## config.mk

```make
export PLATFORM = sky130hd
export DESIGN_NAME = icap_bitstream_feeder
export DESIGN_NICKNAME = d
export VERILOG_FILES = /design/src/rtl/pr_pkg.sv /design/src/rtl/pr_beat_fifo.sv /design/src/rtl/icap_bitstream_feeder.sv
export SDC_FILE = /design/constraint.sdc
export NUM_CORES = 2
export LEC_CHECK = 0
export CORE_MARGIN = 2
export CORE_UTILIZATION = 55
export DETAILED_ROUTE_END_ITERATION = 6
export PLACE_DENSITY = 0.76
export SETUP_SLACK_MARGIN = 0.2
export SLEW_MARGIN = 20
export SYNTH_ARGS = -nofsm -noshare
export SYNTH_HDL_FRONTEND = slang
export SYNTH_HIERARCHICAL = 1
export SYNTH_SLANG_ARGS = --single-unit
```

## constraint.sdc

```tcl
create_clock -name clk -period 20.1 [get_ports clk]
set_input_delay 2.01 -clock clk [delete_from_list [all_inputs] [get_ports clk]]
set_output_delay 2.01 -clock clk [all_outputs]
set_load 0.02 [all_outputs]
```

## src/rtl/pr_pkg.sv

```systemverilog
// Shared types and helpers for the partial-reconfiguration bitstream path
// (DDR line reads feeding the ICAP write port).
package pr_pkg;

  typedef enum logic [1:0] {
    IDLE  = 2'd0,
    RUN   = 2'd1,
    DRAIN = 2'd2,
    DONE  = 2'd3
  } feeder_state_e;

  localparam int DDR_LINE_BYTES = 64;
  localparam int BEATS_PER_READ = 2;
  localparam int ICAP_W         = 32;
  localparam int DDR_BEAT_W     = 256;
  localparam int WORDS_PER_BEAT = DDR_BEAT_W / ICAP_W;

  // ICAP expects each byte with its bit order reversed.
  function automatic logic [ICAP_W-1:0] bit_rev_bytes(input logic [ICAP_W-1:0] w);
    logic [ICAP_W-1:0] r;
    r = '0;
    for (int b = 0; b < ICAP_W / 8; b++) begin
      for (int i = 0; i < 8; i++) begin
        r[8*b+i] = w[8*b+7-i];
      end
    end
    return r;
  endfunction

endpackage

```

## src/rtl/pr_beat_fifo.sv

```systemverilog
// Synchronous FIFO for DDR beats with occupancy output and a flush that
// empties it in one cycle. Pushes when full and pops when empty are ignored.
module pr_beat_fifo #(
  parameter int DATA_W = 256,
  parameter int DEPTH  = 8,
  localparam int AW    = $clog2(DEPTH)
) (
  input  logic              clk,
  input  logic              rst,
  input  logic              flush_i,
  input  logic              push_i,
  input  logic              pop_i,
  input  logic [DATA_W-1:0] data_i,
  output logic [DATA_W-1:0] data_o,
  output logic [AW:0]       occ_o,
  output logic              empty_o,
  output logic              full_o
);

  localparam logic [AW:0] DEPTH_OCC = (AW+1)'(DEPTH);

  logic [DATA_W-1:0] mem_q [DEPTH];
  logic [AW-1:0]     wr_ptr_q, wr_ptr_d;
  logic [AW-1:0]     rd_ptr_q, rd_ptr_d;
  logic [AW:0]       occ_q, occ_d;
  logic              do_push, do_pop;

  assign empty_o = (occ_q == '0);
  assign full_o  = (occ_q == DEPTH_OCC);
  assign occ_o   = occ_q;
  assign do_push = push_i & ~full_o;
  assign do_pop  = pop_i & ~empty_o;
  assign data_o  = mem_q[rd_ptr_q];

  always_comb begin
    wr_ptr_d = wr_ptr_q;
    rd_ptr_d = rd_ptr_q;
    occ_d    = occ_q;
    if (do_push) wr_ptr_d = wr_ptr_q + 1'b1;
    if (do_pop)  rd_ptr_d = rd_ptr_q + 1'b1;
    case ({do_push, do_pop})
      2'b10:   occ_d = occ_q + 1'b1;
      2'b01:   occ_d = occ_q - 1'b1;
      default: occ_d = occ_q;
    endcase
    if (flush_i) begin
      wr_ptr_d = '0;
      rd_ptr_d = '0;
      occ_d    = '0;
    end
  end

  always_ff @(posedge clk or posedge rst) begin
    if (rst) begin
      wr_ptr_q <= '0;
      rd_ptr_q <= '0;
      occ_q    <= '0;
    end else begin
      wr_ptr_q <= wr_ptr_d;
      rd_ptr_q <= rd_ptr_d;
      occ_q    <= occ_d;
    end
  end

  // Storage needs no reset; occupancy alone defines what is valid.
  always_ff @(posedge clk) begin
    if (do_push && !flush_i) mem_q[wr_ptr_q] <= data_i;
  end

endmodule

```

## src/rtl/icap_bitstream_feeder.sv

```systemverilog
// Requests 64 B DDR line reads, buffers the 256 b beats and serialises them
// into 32 b ICAP write words, one word per cycle unless ICAP holds off.
//
// Handshake: a beat is taken on every cycle i_ddr_rd_data_valid is high (no
// back-pressure); the controller must only start a read while
// o_config_buff_full is low. An ICAP word is transferred on every cycle
// o_icap_csib is low, which happens only when a word is held and i_icap_hold=0.
module icap_bitstream_feeder
  import pr_pkg::*;
#(
  parameter int FIFO_DEPTH = 8,
  parameter int NUM_W      = 21,
  parameter int BIT_SWAP   = 1
) (
  input  logic                  clk,
  input  logic                  rst,
  input  logic                  i_start,
  input  logic [NUM_W-1:0]      i_num_reads,
  input  logic                  i_abort,
  output logic                  o_ddr_rd,
  input  logic [DDR_BEAT_W-1:0] i_ddr_data,
  input  logic                  i_ddr_rd_data_valid,
  input  logic                  i_ddr_rd_done,
  output logic                  o_config_buff_full,
  input  logic                  i_icap_hold,
  output logic                  o_icap_csib,
  output logic                  o_icap_rdwrb,
  output logic [ICAP_W-1:0]     o_icap_data,
  output logic                  o_busy,
  output logic                  o_done,
  output logic                  o_err_ovf,
  output logic [1:0]            o_dbg_state
);

  localparam int OCC_W = $clog2(FIFO_DEPTH) + 1;
  localparam logic [OCC_W-1:0] FULL_THR = OCC_W'(FIFO_DEPTH - 2);

  feeder_state_e         state_q, state_d;
  logic [NUM_W-1:0]      num_q, num_d;
  logic [NUM_W-1:0]      issued_q, issued_d, issued_inc;
  logic                  ddr_rd_q, ddr_rd_d;
  logic                  err_ovf_q, err_ovf_d;
  logic [DDR_BEAT_W-1:0] ser_q, ser_d;
  logic [2:0]            ser_idx_q, ser_idx_d;
  logic                  ser_vld_q, ser_vld_d;

  logic                  flush;
  logic                  push_req;
  logic                  ser_load;
  logic                  consume;
  logic                  last_word;
  logic [DDR_BEAT_W-1:0] fifo_dout;
  logic [OCC_W-1:0]      fifo_occ;
  logic                  fifo_empty, fifo_full;
  logic [ICAP_W-1:0]     raw_word;

  // Beats outside an active transfer are late data from an abort: dropped.
  assign push_req   = i_ddr_rd_data_valid & ((state_q == RUN) | (state_q == DRAIN)) & ~i_abort;
  assign issued_inc = issued_q + 1'b1;

  pr_beat_fifo #(
    .DATA_W (DDR_BEAT_W),
    .DEPTH  (FIFO_DEPTH)
  ) u_fifo (
    .clk     (clk),
    .rst     (rst),
    .flush_i (flush),
    .push_i  (push_req),
    .pop_i   (ser_load),
    .data_i  (i_ddr_data),
    .data_o  (fifo_dout),
    .occ_o   (fifo_occ),
    .empty_o (fifo_empty),
    .full_o  (fifo_full)
  );

  always_comb begin
    state_d   = state_q;
    num_d     = num_q;
    issued_d  = issued_q;
    ddr_rd_d  = ddr_rd_q;
    err_ovf_d = err_ovf_q;
    flush     = 1'b0;
    unique case (state_q)
      IDLE: begin
        if (i_start) begin
          err_ovf_d = 1'b0;
          num_d     = i_num_reads;
          issued_d  = '0;
          if (i_num_reads != '0) begin
            state_d  = RUN;
            ddr_rd_d = 1'b1;
          end else begin
            state_d = DONE;
          end
        end
      end
      RUN: begin
        if (i_ddr_rd_done && (issued_q != num_q)) begin
          issued_d = issued_inc;
          if (issued_inc == num_q) begin
            ddr_rd_d = 1'b0;
            state_d  = DRAIN;
          end
        end
      end
      DRAIN: begin
        if (fifo_empty && !ser_vld_q && !push_req) state_d = DONE;
      end
      DONE:    state_d = IDLE;
      default: state_d = IDLE;
    endcase
    if (push_req && fifo_full) err_ovf_d = 1'b1;
    if (i_abort) begin
      state_d  = IDLE;
      ddr_rd_d = 1'b0;
      flush    = 1'b1;
    end
  end

  // Serialiser reloads on the same cycle word 7 leaves, so beats stream gap-free.
  assign consume   = ser_vld_q & ~i_icap_hold;
  assign last_word = (ser_idx_q == 3'd7);
  assign ser_load  = ~fifo_empty & (~ser_vld_q | (consume & last_word)) & ~flush;

  always_comb begin
    ser_d     = ser_q;
    ser_idx_d = ser_idx_q;
    ser_vld_d = ser_vld_q;
    if (ser_load) begin
      ser_d     = fifo_dout;
      ser_idx_d = 3'd0;
      ser_vld_d = 1'b1;
    end else if (consume) begin
      ser_idx_d = ser_idx_q + 3'd1;
      if (last_word) ser_vld_d = 1'b0;
    end
    if (flush) begin
      ser_idx_d = 3'd0;
      ser_vld_d = 1'b0;
    end
  end

  always_ff @(posedge clk or posedge rst) begin
    if (rst) begin
      state_q   <= IDLE;
      num_q     <= '0;
      issued_q  <= '0;
      ddr_rd_q  <= 1'b0;
      err_ovf_q <= 1'b0;
      ser_q     <= '0;
      ser_idx_q <= 3'd0;
      ser_vld_q <= 1'b0;
    end else begin
      state_q   <= state_d;
      num_q     <= num_d;
      issued_q  <= issued_d;
      ddr_rd_q  <= ddr_rd_d;
      err_ovf_q <= err_ovf_d;
      ser_q     <= ser_d;
      ser_idx_q <= ser_idx_d;
      ser_vld_q <= ser_vld_d;
    end
  end

  assign raw_word = ser_q[{ser_idx_q, 5'b0} +: ICAP_W];

  always_comb begin
    o_icap_data = '0;
    if (ser_vld_q) o_icap_data = (BIT_SWAP != 0) ? bit_rev_bytes(raw_word) : raw_word;
  end

  assign o_icap_csib        = ~consume;
  assign o_icap_rdwrb       = 1'b0;
  assign o_ddr_rd           = ddr_rd_q;
  assign o_config_buff_full = (fifo_occ > FULL_THR);
  assign o_busy             = (state_q == RUN) | (state_q == DRAIN);
  assign o_done             = (state_q == DONE);
  assign o_err_ovf          = err_ovf_q;
  assign o_dbg_state        = state_q;

endmodule

```

# After elaboration in Yosys (flattened, before gate mapping)

Memory sizes are Yosys's and may differ from the RTL's. A register that Yosys moved wholly into a read port is not among the register bits.
Cells that the tools add are included.

Bits in registers: 60
RAM bits: 2048
Memories: 1

Memory list:

| memory       | words | width | rd ports | clocked after memory_dff | write ports | RTL line           | text |
|---|---|---|---|---|---|---|---|
| u_fifo.mem_q | 8     | 256   | 1        | 1                        | 1           | pr_beat_fifo.sv:22 | `logic [DATA_W-1:0] mem_q [DEPTH];` |

Add/subtract/negate cells: 6
$lt $le $gt $ge: 1
Equality and inequality tests: 16
Shift-type cells: 1
Mux-type cells: 36
Bitwise operators: 17
Reduce and logical (&&, ||, !) cells: 26

Operator list:

| kind                                                                     | number |
|---|---|
| 256-bit by 9-bit variable part select with 32-bit output                 | 1 |
| 21-bit 2-to-1 mux                                                        | 2 |
| 21-bit one-hot mux with 2 select lines                                   | 1 |
| 32-bit 2-to-1 mux                                                        | 1 |
| 21-bit by 1-bit adder with 21-bit output (second input constant)         | 1 |
| 21-bit equality test                                                     | 1 |
| 3-bit 2-to-1 mux                                                         | 7 |
| 21-bit inequality test                                                   | 1 |
| 21-bit nonzero test                                                      | 1 |
| 1-bit 2-to-1 mux                                                         | 15 |
| 2-bit 2-to-1 mux                                                         | 6 |
| 3-bit nonzero test                                                       | 4 |
| 2-bit nonzero test                                                       | 5 |
| 3-bit by 1-bit adder with 3-bit output (second input constant)           | 3 |
| 3-bit by 2-bit inequality test with 1-bit output (second input constant) | 3 |
| 1-bit AND                                                                | 8 |
| 2-bit one-hot mux with 4 select lines                                    | 1 |
| 4-bit one-hot mux with 2 select lines                                    | 1 |
| 1-bit inverter                                                           | 7 |
| 2-bit equality test (second input constant)                              | 3 |
| 3-bit inequality test (second input constant)                            | 2 |
| 2-bit AND reduction                                                      | 3 |
| 1-bit logical AND                                                        | 5 |
| 5-bit AND reduction                                                      | 1 |
| 16 further kinds                                                         | 20 |

# Longest topological paths before layout

Depth in word-level cells: 10
Gate-level depth with buffers: 13
Mapped depth without buffers: 11

# Cells and area by module

The synthesis kept the hierarchy.

Modules (own cells, without submodules):

| module                | instances | cells each | area an instance (µm²) | sequential area each (µm²) |
|---|---|---|---|---|
| pr_beat_fifo          | 1         | 3036       | 77231.6                | 61749.2 |
| icap_bitstream_feeder | 1         | 1019       | 14705.4                | 7657.3 |

# Worst setup path before layout

Ideal clock, no wire load.

Path type: in2reg
From: in i_abort
To: mem u_fifo.mem_q[0][0], enable pin
Library setup time: 1186 ps
Arrival: 20285 ps
Required time: 18914 ps
Setup slack: -1371 ps
Stages on the path: 5
Buffers on the path: 1
Cell sequence: and3b_1 > clkbuf_1 > nand2_1 > or3_1 > nor3_1

Word-level cells in the longest chain between the ends: 6
Elaborated cells between the ends (all ways): 8
Classes of those cells: 3 x mux; 3 x bitwise; 2 x reduce/logical

Ends and longest elaborated chain:

| item                                       | RTL line                    | text |
|---|---|---|
| start, declared                            | icap_bitstream_feeder.sv:19 | `input logic i_abort,` |
| 1-bit inverter                             | icap_bitstream_feeder.sv:58 | `assign push_req = i_ddr_rd_data_valid & ((state_q == RUN) \| (state_q == DRAIN)) & ~i_abort;` |
| 1-bit AND                                  | icap_bitstream_feeder.sv:58 |  |
| 1-bit AND                                  | pr_beat_fifo.sv:31          | `assign do_push = push_i & ~full_o;` |
| 1-bit logical AND (*)                      | pr_beat_fifo.sv:67          | `if (do_push && !flush_i) mem_q[wr_ptr_q] <= data_i;` |
| 1-bit 2-to-1 mux (*)                       | pr_beat_fifo.sv:67          |  |
| 1-bit 2-to-1 mux (implied by the code) (*) | pr_beat_fifo.sv:67          |  |
| end, declared                              | pr_beat_fifo.sv:22          |  |

Every way passes the cells marked *; elsewhere a longest branch is shown, timed or not.

# Worst setup path after layout

From: in i_abort
To: mem u_fifo.mem_q[5][52], enable pin

Word-level cells in the longest chain between the ends: 6
Elaborated cells between the ends (all ways): 8
Classes of those cells: 3 x mux; 3 x bitwise; 2 x reduce/logical

Ends and longest elaborated chain:

| item                                   | RTL line                    | text |
|---|---|---|
| 1-bit inverter                         | icap_bitstream_feeder.sv:58 |  |
| 1-bit AND                              | icap_bitstream_feeder.sv:58 |  |
| named net push_req                     | icap_bitstream_feeder.sv:48 | `logic push_req;` |
| 1-bit AND                              | pr_beat_fifo.sv:31          |  |
| 1-bit logical AND                      | pr_beat_fifo.sv:67          |  |
| 1-bit 2-to-1 mux                       | pr_beat_fifo.sv:67          |  |
| 1-bit 2-to-1 mux (implied by the code) | pr_beat_fifo.sv:67          |  |

The timed path passes the listed nets, and every way through them passes these cells.

==> implementation parameters <==
Parameter                              Value

Run status
  Outcome    finished clean

Global routing
  Grt ovf    0
  Number of antenna violations at the first check in global routing    74
  All-layer global routing usage    25.2%
  Met2 GRT Util    37.6%
  Wire length of the first global-routing pass    308 mm
  M1 GR Usage    37.7%
  Number of global-route vias before repair    43100
  Met3 GRT Util    7.00%
  Busiest metal layer after global routing    met1
  Pin count of the biggest net entering global routing    149

Finish
  Fraction of layout instances using a drive strength above 1    33.0%
  Number of filler cells placed in the layout    10700
  Relative area change from synthesis to final layout    14.6%
  Final net count    4744
  Non-filler cells, final    6859

Synth
  Distinct cells, synth    72
  Leading post-synthesis cells by cell area    sky130_fd_sc_hd__edfxtp_1 67%, sky130_fd_sc_hd__mux4_2 14%, sky130_fd_sc_hd__dfrtp_1 8.6%
  Mapped Avg Cell Area    22.7 um2
  Post-Syn Nets    4351
  Number of warnings reported in the yosys synthesis log    6
  Share of flip-flops with an asynchronous set or reset after synthesis    13.4%
  Primary flip-flop cell chosen by synthesis mapping    sky130_fd_sc_hd__edfxtp_1
  Area share of the leading cell type in the synthesized netlist    66.9%
  Cell type with the highest aggregate area in the netlist    sky130_fd_sc_hd__edfxtp_1
  Number of enable-type register cells in the synthesized netlist    2048
  Post-synthesis register bit count    2364
  Synthesized netlist cell count    4055
  Netlist area before placement    91900 um2
  Proportion of synthesized chip area in sequential cells    75.5%

Die
  Total core area    167000 um2
  Number of standard-cell rows in the floorplan    150
  Height of the chip    413 um
  Initial core utilization    55.2%
  Total I/O pin count    325
  Die ar.    170000 um2
  Width of the die    413 um

Placed design
  Number of buffers inserted by port buffering    323
  Weighted congestion at the end of routability-driven global placement    0.812
  Post-DP HPWL    125 mm
  Total placed cells including tap cells    6427

Critical path
  Largest fanout of any net on the critical path    59
  Arrival @ worst endpoint    7.15 ns
  Worst reg2reg startpoint    o_dbg_state[0]
  Startpoint types    primary input
  Element type at the critical path end    register
  Kind of critical path    in -> reg
  WP data required    20.57 ns
  Worst setup path startpoint    i_abort

Route
  Via count    43500
  Detailed-route wire length    212 mm
  # DRC    0
  DRT antenna net count    0
  Vias per cell    6.34
  Drt first-iter violations    5225
  Initial DRT Pass Iterations    5
  Detail-routed net length per standard cell    31.0 um

Timing
  Max Fclk    0.150 GHz
  Setup-violating endpoint count in the final report    0
  Sum Neg Setup Slack    0 ns
  Hold slack    0.503 ns
  Worst slew margin relative to its limit    20.1%
  Final worst clock skew    0.0361 ns
  Worst Tran Pin Value    1.20 ns
  Max-slew violation total from the final report    0
  Number of hold violations in the final report    0
  Final worst path period share    33.2%
  Shortest clock period the worst path allows after layout    6.68 ns
  Unrepaired setup endpoints after global routing    no

Power
  Net Switching    2550 uW
  Total leakage power    0.0336 uW
  Sequential cell fraction of total power    53.1%
  Internal Dissipation    8710 uW
  Relative contribution of the clock network to total power    38.4%
  Pwr per Cell Area    107 nW/um2
  Switching portion of total power    22.6%
  VDD IR max    76.2 uV
  Part of the total power dissipated in combinational logic    8.4%

Clocking
  Count of hold buffers inserted by post-cts repair    0
  Post-CTS setup buffer count    0
  Insertion delay to the later sink of the worst-skew pair    0.88 ns
  Maximum clock path buffer count    3
  Clock sink count    2364
  TritonCTS clock tree    built
  Clock slew seen by the registers of the worst setup and hold paths    0.06 ns
  Number of buffers created by CTS    223
  Post-cts resize count    0
  Root cell of the clock tree    sky130_fd_sc_hd__clkbuf_16
  CTS H-tree depth    4

Min path
  Worst min-delay path startpoint    ser_q[218]
  Class of the tightest hold or removal check    reg -> reg

Job
  Number of max-cap violations    0
[layout by cell type, fill, tap and decap left out, types with 10 or more instances in the layout]
| cell | instances |
|---|---|
| sky130_fd_sc_hd__mux2_2 | 533 |
| sky130_fd_sc_hd__nand2_1 | 24 |
| sky130_fd_sc_hd__o21ai_0 | 13 |
| sky130_fd_sc_hd__diode_2 | 10 |
| sky130_fd_sc_hd__buf_4 | 49 |
| sky130_fd_sc_hd__clkinv_1 | 35 |
| sky130_fd_sc_hd__ha_1 | 11 |
| sky130_fd_sc_hd__a21oi_1 | 18 |
| sky130_fd_sc_hd__nor2_1 | 29 |
| sky130_fd_sc_hd__edfxtp_1 | 2048 |
| sky130_fd_sc_hd__buf_12 | 11 |
| sky130_fd_sc_hd__clkbuf_1 | 54 |
| sky130_fd_sc_hd__dfrtp_1 | 310 |
| sky130_fd_sc_hd__a211oi_1 | 10 |
| sky130_fd_sc_hd__mux2i_1 | 43 |
| sky130_fd_sc_hd__nand4_1 | 10 |
| sky130_fd_sc_hd__clkinv_2 | 33 |
| sky130_fd_sc_hd__clkdlybuf4s50_1 | 323 |
| sky130_fd_sc_hd__xor2_1 | 24 |
| sky130_fd_sc_hd__clkbuf_16 | 228 |
| sky130_fd_sc_hd__mux4_2 | 576 |
| sky130_fd_sc_hd__clkbuf_8 | 21 |
| sky130_fd_sc_hd__bufinv_16 | 30 |
| sky130_fd_sc_hd__nor2b_1 | 34 |
| sky130_fd_sc_hd__xnor2_1 | 17 |
[worst paths after layout]
path,endpoint,slack [ns],cells past startpoint
worst max-delay path,u_fifo/mem_q[5][52],13.42,8
worst min-delay path,ser_q[218],0.50,1
min in group asynchronous,u_fifo/rd_ptr_q[1],1.65,2
max in group asynchronous,ser_q[101],16.81,3
worst min register to register,ser_q[218],0.50,1
worst max register to register,u_fifo/mem_q[5][52],14.41,8
[flip-flops by register name, indices dropped and copies added, names as in the netlist, 2 cells and up]
register,flops
u_fifo/mem_q,2048
ser_q,256
issued_q,21
num_q,21
u_fifo/occ_o,4
ser_idx_q,3
u_fifo/rd_ptr_q,3
u_fifo/wr_ptr_q,3
o_dbg_state,2
[Yosys cell counts, drive strengths merged, types with 3 or more instances]
library cell / count
edfxtp: 2048
mux4: 576
or4: 6
nor2b: 34
buf: 99
o21ai: 15
or3: 4
a21oi: 19
o41ai: 3
mux2: 533
ha: 11
nand3: 7
nand2: 25
o21a: 3
o31ai: 9
dfrtp: 316
nand4: 10
nor4b: 3
and3: 7
xnor2: 17
nand2b: 7
o2111ai: 3
or4b: 3
nor2: 35
xor2: 24
nor4: 9
or2: 3
inv: 10
a211oi: 12
clkbuf: 116
nor3: 12
mux2i: 43
nor3b: 3
[routing by layer]
layer / vias to the layer above / part of all wire, % / wire length (um)
met5: - / 0.29 / 622
met4: 72 / 2.0 / 4320
met3: 330 / 10 / 21700
met2: 2074 / 47 / 99100
met1: 23300 / 41 / 86600
li1: 17700 / - / -
[kinds of logic (layout without fill, tap and decap cells)]
kind of cell    count (synthesis)  in the layout  share of synthesized area [%]
mux                          1152           1152                           21.1
xor+xnor                       41             41                          0.391
other cells                     1             11                        0.00408
buf+inv                       225            815                           1.05
compound gates                 83             83                          0.674
simple gates                  177            177                           1.11
fa+ha+maj                      12             12                          0.171
flops                        2364           2364                           75.5
[through the flow]
stage / area, um2 / setup slack [ns] / total power (uW) / util [%]
after floorplan: 91900 / 5.51 / 6510 / -
after global placement: 97700 / 12.64 / 6960 / 58.6
after detailed placement: 97700 / 12.59 / 7010 / 58.6
after CTS: 105000 / 13.49 / 11300 / 63.2
after global routing: 105000 / 13.20 / 11600 / 63.2
final: 105000 / 13.42 / 11300 / 63.2
[power groups by stage]
stage	logic [uW]	registers [uW]	clock network (uW)
5_1_grt	1010	6010	4560
6_report	949	5980	4330
2_1_floorplan	612	5900	0
3_3_place_gp	913	6050	0
4_1_cts	955	5970	4380
3_5_place_dp	943	6070	0
[layout make-up]
type / count / area [um2] / area share [%]
Clock inverter: 119 / 1450 / 1.38
Timing Repair Buffer: 383 / 3820 / 3.63
Multi-Input combinational cell: 1466 / 21600 / 20.5
Clock buffer: 303 / 6200 / 5.88
Tap cell: 2204 / 2760 / 2.62
Inverter: 10 / 45.0 / 0.0428
Sequential cell: 2364 / 69400 / 65.9
Antenna cell: 10 / 25.0 / 0.0238
[critical path: stages]
cell	delay (ns)
sky130_fd_sc_hd__clkdlybuf4s50_1	0.43
sky130_fd_sc_hd__buf_4	0.22
sky130_fd_sc_hd__and3b_1	0.52
sky130_fd_sc_hd__nand4b_1	0.50
sky130_fd_sc_hd__nor2_4	0.88
sky130_fd_sc_hd__buf_4	0.71
sky130_fd_sc_hd__buf_4	0.77
sky130_fd_sc_hd__buf_4	0.85
(Power assumes the default switching activity.)
